--- src/rtl/axi_pkg.sv ---
// Shared AXI4 encodings and the write-slave FSM state type.
package axi_pkg;

  localparam logic [1:0] AXI_BURST_FIXED = 2'd0;
  localparam logic [1:0] AXI_BURST_INCR  = 2'd1;
  localparam logic [1:0] AXI_BURST_WRAP  = 2'd2;

  localparam logic [1:0] AXI_RESP_OKAY   = 2'b00;
  localparam logic [1:0] AXI_RESP_SLVERR = 2'b10;

  typedef enum logic [1:0] {
    IDLE,
    DATA,
    RESP
  } wr_state_t;

endpackage

--- src/rtl/axi_burst_addr.sv ---
// Burst word-address register: loads the start address, then steps per beat
// (INCR wraps at 2**MEM_ADDR_WIDTH, FIXED holds).
module axi_burst_addr
  import axi_pkg::*;
#(
  parameter int unsigned MEM_ADDR_WIDTH = 14
) (
  input  logic                      clk,
  input  logic                      rst,
  input  logic                      load,
  input  logic [MEM_ADDR_WIDTH-1:0] start_addr,
  input  logic [1:0]                burst,
  input  logic                      step,
  output logic [MEM_ADDR_WIDTH-1:0] addr
);

  logic [1:0] burst_q;

  always_ff @(posedge clk or negedge rst) begin
    if (!rst) begin
      addr    <= '0;
      burst_q <= AXI_BURST_FIXED;
    end else if (load) begin
      addr    <= start_addr;
      burst_q <= burst;
    end else if (step && (burst_q == AXI_BURST_INCR)) begin
      addr <= addr + MEM_ADDR_WIDTH'(1);
    end
  end

endmodule

--- src/rtl/axi_wr_slave_mem.sv ---
// AXI4 write-only slave: one AW burst, awlen+1 counted W beats (no wlast),
// each beat written to a word-addressed SRAM port, then one B response.
module axi_wr_slave_mem
  import axi_pkg::*;
#(
  parameter int unsigned ADDR_WIDTH     = 16,
  parameter int unsigned DATA_WIDTH     = 32,
  parameter int unsigned MEM_ADDR_WIDTH = 14
) (
  input  logic                      clk,
  input  logic                      rst,
  input  logic [ADDR_WIDTH-1:0]     s_axi_awaddr,
  input  logic [1:0]                s_axi_awburst,
  input  logic [7:0]                s_axi_awlen,
  input  logic [2:0]                s_axi_awsize,
  input  logic                      s_axi_awvalid,
  output logic                      s_axi_awready,
  input  logic [DATA_WIDTH-1:0]     s_axi_wdata,
  input  logic [DATA_WIDTH/8-1:0]   s_axi_wstrb,
  input  logic                      s_axi_wvalid,
  output logic                      s_axi_wready,
  output logic [1:0]                s_axi_bresp,
  output logic                      s_axi_bvalid,
  input  logic                      s_axi_bready,
  output logic [MEM_ADDR_WIDTH-1:0] mem_waddr,
  output logic [DATA_WIDTH-1:0]     mem_wdata,
  output logic [DATA_WIDTH/8-1:0]   mem_wbe,
  output logic                      mem_wen
);

  localparam int unsigned LSB = $clog2(DATA_WIDTH / 8);

  wr_state_t                 state_q, state_d;
  logic [7:0]                len_q;
  logic [7:0]                beat_cnt;
  logic                      err_q;
  logic                      aw_fire, w_fire, last_beat;
  logic [MEM_ADDR_WIDTH-1:0] addr;
  logic                      unused_addr_bits;

  assign unused_addr_bits = ^s_axi_awaddr;

  assign aw_fire   = s_axi_awvalid && s_axi_awready;
  assign w_fire    = s_axi_wvalid && s_axi_wready;
  assign last_beat = (beat_cnt == len_q);

  always_ff @(posedge clk or negedge rst) begin
    if (!rst) begin
      state_q <= IDLE;
    end else begin
      state_q <= state_d;
    end
  end

  always_comb begin
    state_d       = state_q;
    s_axi_awready = 1'b0;
    s_axi_wready  = 1'b0;
    s_axi_bvalid  = 1'b0;
    s_axi_bresp   = AXI_RESP_OKAY;
    case (state_q)
      IDLE: begin
        s_axi_awready = 1'b1;
        if (s_axi_awvalid) state_d = DATA;
      end
      DATA: begin
        s_axi_wready = 1'b1;
        if (s_axi_wvalid && last_beat) state_d = RESP;
      end
      RESP: begin
        s_axi_bvalid = 1'b1;
        s_axi_bresp  = err_q ? AXI_RESP_SLVERR : AXI_RESP_OKAY;
        if (s_axi_bready) state_d = IDLE;
      end
      default: state_d = IDLE;
    endcase
  end

  // beat_cnt stops at len so awlen=255 never wraps the counter
  always_ff @(posedge clk or negedge rst) begin
    if (!rst) begin
      len_q    <= '0;
      beat_cnt <= '0;
      err_q    <= 1'b0;
    end else if (aw_fire) begin
      len_q    <= s_axi_awlen;
      beat_cnt <= '0;
      err_q    <= (s_axi_awsize != 3'(LSB)) || (s_axi_awburst >= AXI_BURST_WRAP);
    end else if (w_fire && !last_beat) begin
      beat_cnt <= beat_cnt + 8'd1;
    end
  end

  axi_burst_addr #(
    .MEM_ADDR_WIDTH(MEM_ADDR_WIDTH)
  ) u_burst_addr (
    .clk       (clk),
    .rst       (rst),
    .load      (aw_fire),
    .start_addr(s_axi_awaddr[MEM_ADDR_WIDTH+LSB-1:LSB]),
    .burst     (s_axi_awburst),
    .step      (w_fire),
    .addr      (addr)
  );

  always_ff @(posedge clk or negedge rst) begin
    if (!rst) begin
      mem_waddr <= '0;
      mem_wdata <= '0;
      mem_wbe   <= '0;
      mem_wen   <= 1'b0;
    end else if (w_fire) begin
      mem_waddr <= addr;
      mem_wdata <= s_axi_wdata;
      mem_wbe   <= s_axi_wstrb;
      mem_wen   <= !err_q && (s_axi_wstrb != '0);
    end else begin
      mem_waddr <= '0;
      mem_wdata <= '0;
      mem_wbe   <= '0;
      mem_wen   <= 1'b0;
    end
  end

endmodule

--- config.mk ---
export PLATFORM = sky130hd
export DESIGN_NAME = axi_wr_slave_mem
export DESIGN_NICKNAME = d
export VERILOG_FILES = /design/src/rtl/axi_pkg.sv /design/src/rtl/axi_burst_addr.sv /design/src/rtl/axi_wr_slave_mem.sv
export SDC_FILE = /design/constraint.sdc
export NUM_CORES = 1
export LEC_CHECK = 0
export BUFFER_PORTS_ARGS = -buffer_cell sky130_fd_sc_hd__buf_2
export CORE_MARGIN = 1
export CORE_UTILIZATION = 32
export CTS_BUF_LIST = sky130_fd_sc_hd__clkbuf_16
export CTS_CLUSTER_DIAMETER = 100
export DETAILED_ROUTE_END_ITERATION = 7
export GPL_TIMING_DRIVEN = 0
export SLEW_MARGIN = 20
export SYNTH_ARGS = -nofsm -noshare
export SYNTH_HDL_FRONTEND = slang
export SYNTH_HIERARCHICAL = 1
export SYNTH_SLANG_ARGS = --single-unit
--- constraint.sdc ---
create_clock -name clk -period 3.14 [get_ports clk]
set_input_delay 0.628 -clock clk [delete_from_list [all_inputs] [get_ports clk]]
set_output_delay 0.628 -clock clk [all_outputs]
set_load 0.03 [all_outputs]
### Word level (Yosys, flattened, before mapping)

Cells that the tools add are included.

* output and inout bits: 56
* word-level logic and storage cells: 52
* bits in registers: 86
* input bits: 70

* add/subtract/negate cells: 2
* order comparisons: 1
* reductions and logical operators: 14
* mux-type cells: 17
* equal/unequal tests: 8

Operators with widths (number)
* 2-to-1 mux 14 bit: 3
* 2-to-1 mux 32 bit: 1
* 2-to-1 mux 8 bit: 2
* adder 14 x 1 -> 14 bit, second input constant: 1
* 2-to-1 mux 2 bit: 5
* adder 8 x 1 -> 8 bit, second input constant: 1
* equality test 8 bit: 1
* logical AND 1 bit: 6
* != test 2 bit, second input constant: 3
* one-hot mux 2 bit (3 select lines): 1
* equality test 2 x 1 -> 1 bit, second input constant: 2
* 2-to-1 mux 1 bit: 4
* 2-to-1 mux 4 bit: 1
* nonzero test 2 bit: 2
* nonzero test 4 bit: 1
* != test 3 x 2 -> 1 bit, second input constant: 1
* AND reduction 3 bit: 1
* equality test 2 bit, second input constant: 1
* greater-or-equal comparator 2 bit, second input constant: 1
* logical NOT 1 bit: 2
* logical NOT 2 bit: 1
* logical OR 1 bit: 1

### Logic depth before layout (Yosys ltp)

* depth in word-level cells: 6
* depth in mapped cells: 8
* mapped depth without buffers: 6

### By module

Netlist, hierarchy kept.

Modules (own cells, without submodules)
* axi_wr_slave_mem: area each 2676.3 sq um, times used 1, cells an instance 221, sequential area each 1751.7 sq um
* axi_burst_addr: area each 938.4 sq um, times used 1, cells an instance 90, sequential area each 400.4 sq um

### Least setup slack after synthesis

Ideal clock, no wire load.

* path type: input port to flip-flop
* from: in s_axi_wvalid
* to: reg u_burst_addr.addr[12]
* arrival time: 2.102 ns
* library setup time: 0.125 ns
* path buffers: 2
* stages on the path: 7
* required time: 3.015 ns
* setup slack: 0.913 ns
* cells stage by stage: and3b_1 -> clkbuf_1 -> clkbuf_1 -> nand4b_4 -> nor4_2 -> xor2_1 -> mux2_2

* longest elaborated chain between the ends: 3

Ends and longest elaborated chain
* start, declared: line axi_wr_slave_mem.sv:20 `input logic s_axi_wvalid,`
* logical AND 1 bit: line axi_wr_slave_mem.sv:44 `assign w_fire = s_axi_wvalid && s_axi_wready;`
* net w_fire: line axi_wr_slave_mem.sv:37 `logic aw_fire, w_fire, last_beat;`
* logical AND 1 bit: line axi_burst_addr.sv:26 `end else if (step && (burst_q == AXI_BURST_INCR)) begin`
* nonzero test 2 bit (no line)
* end signal, assigned: line axi_burst_addr.sv:24 `addr <= start_addr;`
* end signal, assigned: line axi_burst_addr.sv:27 `addr <= addr + MEM_ADDR_WIDTH'(1);`
* end, declared: line axi_burst_addr.sv:14 `output logic [MEM_ADDR_WIDTH-1:0] addr`

The timed path passes the listed nets, and every way through them passes these cells.
A chain may end at the register's enable or synchronous reset.

### Worst setup path in the final report

* from: reg state_q[1]
* to: reg u_burst_addr.addr[13]

* longest elaborated chain between the ends: 5
* elaborated cells on any way between the ends: 9
* classes of those cells: eq/ne (1); mux (3); reduce/logical (5)

Ends and longest elaborated chain
* start, declared: line axi_wr_slave_mem.sv:33 `wr_state_t state_q, state_d;`
* start signal, assigned: line axi_wr_slave_mem.sv:51 `state_q <= state_d;`
* equality test 2 x 1 -> 1 bit: line axi_wr_slave_mem.sv:61 `case (state_q)`
* 2-to-1 mux 1 bit: line axi_wr_slave_mem.sv:61
* logical AND 1 bit: line axi_wr_slave_mem.sv:44
* net w_fire: line axi_wr_slave_mem.sv:37
* logical AND 1 bit: line axi_burst_addr.sv:26
* nonzero test 2 bit (no line)

The timed path passes the listed nets, and every way through them passes these cells.

==> flow_metrics.env <==
export IMPL_cts_clk_slew_worst_paths_ns=0.06
export IMPL_final_max_slew_viol_count=0
export IMPL_worst_path_max_fanout=12
export IMPL_grt_pass1_wl_um=12300
export IMPL_yosysSeqAreaShare=0.595
export IMPL_synth_cell_types=42
export IMPL_cts_buffers=9
export IMPL_cts_sinks=86
export IMPL_track_usage=0.140
export IMPL_ios=126
export IMPL_regToRegSetupSlack_ns=0.79
export IMPL_drc=0
export IMPL_syn_nets=383
export IMPL_power_leakage_uw=0.00242
export IMPL_final_core_util=0.430
export IMPL_dpl_cell_count=574
export IMPL_final_setup_tns_ns=0
export IMPL_totalPowerFinal_uw=4000
export IMPL_maxCapViolCount=0
export IMPL_fin_cells=590
export IMPL_cp_required_ns=3.36
export IMPL_netlist_instances=311
export IMPL_ys_warn_count=6
export IMPL_io_buffers=122
export IMPL_ir_drop_uv=332
export IMPL_min_period_ns=2.35
export IMPL_worst_pin_slew_ns=0.572
export IMPL_dieArea_um2=11700
export IMPL_fin_nets=517
export IMPL_cts_resized=0
export IMPL_ys_seq_elements=86
export IMPL_crit_path_start="state_q[1]"
export IMPL_r2r_end="u_burst_addr/addr[13]"
export IMPL_reg2reg_depth=7
export IMPL_fin_crit_sh=0.749
export IMPL_fillerInstances=1091
export IMPL_hold_class="primary input to async pin"
export IMPL_timing_rr_start="state_q[1]"
export IMPL_cp_start_kind="flip-flop"
export IMPL_worstSetupEndpointType="flip-flop"
export IMPL_status="finished clean"
export IMPL_detail_route_antenna_nets=0
export IMPL_drtIter0Drc=118
export IMPL_viasPerCell=4.40
export IMPL_hpwl_um=5670
export IMPL_h_tree_depth=3
export IMPL_slew_headroom=0.616
export IMPL_grt_ovfl_total=0
export IMPL_grt_start_max_net_pins=45
export IMPL_routed_wirelength_um=7670
export IMPL_grt_pass1_vias=2544
export IMPL_setup_viol=0
export IMPL_rows=38
export IMPL_post_cts_buffers=0
export IMPL_netlist_area_um2=3610
export IMPL_clock_path_buffers=2
export IMPL_fmax_mhz=425
export IMPL_layout_drive_gt1_share=0.351
export IMPL_die_x_um=108
export IMPL_hold_buffers=0
export IMPL_antenna_found_initial=0
export IMPL_vias=2597
export IMPL_hold_violations=0
export IMPL_syn2layout_area_growth_pct=30.1
export IMPL_gp_congestion=0.765
export IMPL_arrival_ns=2.57
export IMPL_dr_pass1_iters=4
export IMPL_die_y_um=108
export IMPL_clockRootBuffer="clkbuf_16"
export IMPL_antennaDiodeCount=0
export IMPL_crit_type="flip-flop to flip-flop"
export IMPL_power_density_nw_per_um2=851
export IMPL_grt_setup_unrepaired="no"
export IMPL_insertion_delay_ns=0.34
export IMPL_synth_avg_cell_area_um2=11.6
export IMPL_fp_coreArea_um2=10900
export IMPL_fin_skew_ns=0.00435
export IMPL_wl_per_cell_um=13.0
export IMPL_start_util=0.331
export IMPL_cts_tree="done"
worst max-delay path, stage by stage, from the launching register on:
cell	delay, ns
dfrtp_1	0.40
and3b_1	0.21
clkbuf_1	0.21
clkbuf_1	0.45
nand3b_2	0.27
nor3_4	0.30
a41oi_1	0.14
a221o_1	0.26
how the worst max path moves through the flow:
stage                             to  slack, ns  depth (start not counted)
3_3_place_gp   u_burst_addr/addr[10]       0.47                          8
4_1_cts        u_burst_addr/addr[10]       0.71                          7
6_report       u_burst_addr/addr[13]       0.79                          7
3_5_place_dp   u_burst_addr/addr[10]       0.46                          8
2_1_floorplan  u_burst_addr/addr[12]       0.91                          7
5_1_grt        u_burst_addr/addr[13]       0.53                          7
through the flow:
| step | instance area [um^2] | worst slack [ns] | hold WS, ns |
|---|---|---|---|
| 6_report | 4700 | 0.787 | 0.282 |
| 5_1_grt | 4700 | 0.533 | 0.317 |
| 4_1_cts | 4700 | 0.715 | 0.299 |
| 3_5_place_dp | 4420 | 0.457 | 0.486 |
| 3_3_place_gp | 4400 | 0.471 | 0.481 |
| 2_1_floorplan | 3610 | 0.913 | 0.332 |
Yosys cell counts:
cell type	instances	area, um^2
a21bo_1	1	10.0
nand3_1	6	30.0
a221o_1	1	10.0
nor2b_1	2	12.5
xor2_1	11	96.3
nand2_1	48	180
buf_6	1	11.3
clkbuf_1	12	45.0
and2_1	51	319
and4_1	2	17.5
buf_2	1	5.00
nand4b_1	1	8.76
o21ai_2	1	8.76
nor2_1	6	22.5
nand2b_1	4	25.0
and3b_1	1	8.76
a32o_1	1	10.0
nor4b_1	1	8.76
o41ai_1	1	8.76
ha_1	2	25.0
a21o_1	1	7.51
o21ai_1	4	20.0
nor4_4	2	42.5
and3_2	1	7.51
nand3_4	1	17.5
nand3b_2	1	11.3
mux2_2	4	45.0
nor4_2	5	62.6
conb_1	1	3.75
nor3_1	3	15.0
dfrtp_1	86	2150
and4_2	2	20.0
nor3_4	1	16.3
o21ai_0	5	25.0
a21oi_1	7	35.0
nand4_1	4	25.0
mux2i_1	10	100
a41oi_1	1	8.76
xnor2_1	9	78.8
inv_1	7	26.3
buf_4	1	7.51
nand4b_4	1	23.8
state kept, by name, indices dropped and copies added (netlist names):
name,count
state_q,2
u_burst_addr/addr,14
mem_wdata,32
mem_wbe,4
beat_cnt,8
mem_waddr,14
u_burst_addr/burst_q,2
len_q,8
mem_wen,1
err_q,1
report_power, final:
| group | switching, uW | total [uW] | internal [uW] |
|---|---|---|---|
| sequential | 261 | 1680 | 1420 |
| combinational | 810 | 1310 | 503 |
| clock | 404 | 1010 | 603 |
| total | 1470 | 4000 | 2530 |
cell families after synthesis:
logic type | Yosys count | share of synthesized area
AND/OR/NAND/NOR | 143 | 0.242
flip-flops | 86 | 0.595
AO/OA/AOI/OAI | 23 | 0.0398
buffers and inverters | 22 | 0.0263
XOR/XNOR | 20 | 0.0485
multiplexers | 14 | 0.0402
adder cells (fa/ha/maj) | 2 | 0.00692
other | 1 | 0.00104
cells in the final DEF (no fill, tap or decap), types with 5 or more instances in the layout:
master	n
nor2_1	6
xnor2_1	9
clkbuf_1	12
nand3_1	6
nor4_2	5
buf_2	122
clkbuf_16	9
and2_1	51
a21oi_1	7
xor2_1	11
o21ai_0	5
nand2_1	48
mux2i_1	10
dfrtp_1	86
inv_1	8
area by class of cell:
type | instances | area, um^2 | area share
repair buffers | 123 | 633 | 0.135
clock buffers | 9 | 225 | 0.0479
plain buffers | 15 | 68.8 | 0.0146
inverters | 7 | 26.3 | 0.00559
well taps | 140 | 175 | 0.0372
multi-input cells | 203 | 1370 | 0.291
flip-flops and latches | 86 | 2150 | 0.457
clock inverters | 7 | 56.3 | 0.0120
layer usage:
metal	share of wire	up-vias	GRT usage
met1	0.46	1211	0.179
met4	0.018	0	0.0569
met2	0.45	83	0.214
met3	0.072	11	0.0506
met5	0	-	0
li1	-	1292	-
Note: power is estimated with default switching activity, not from simulation.
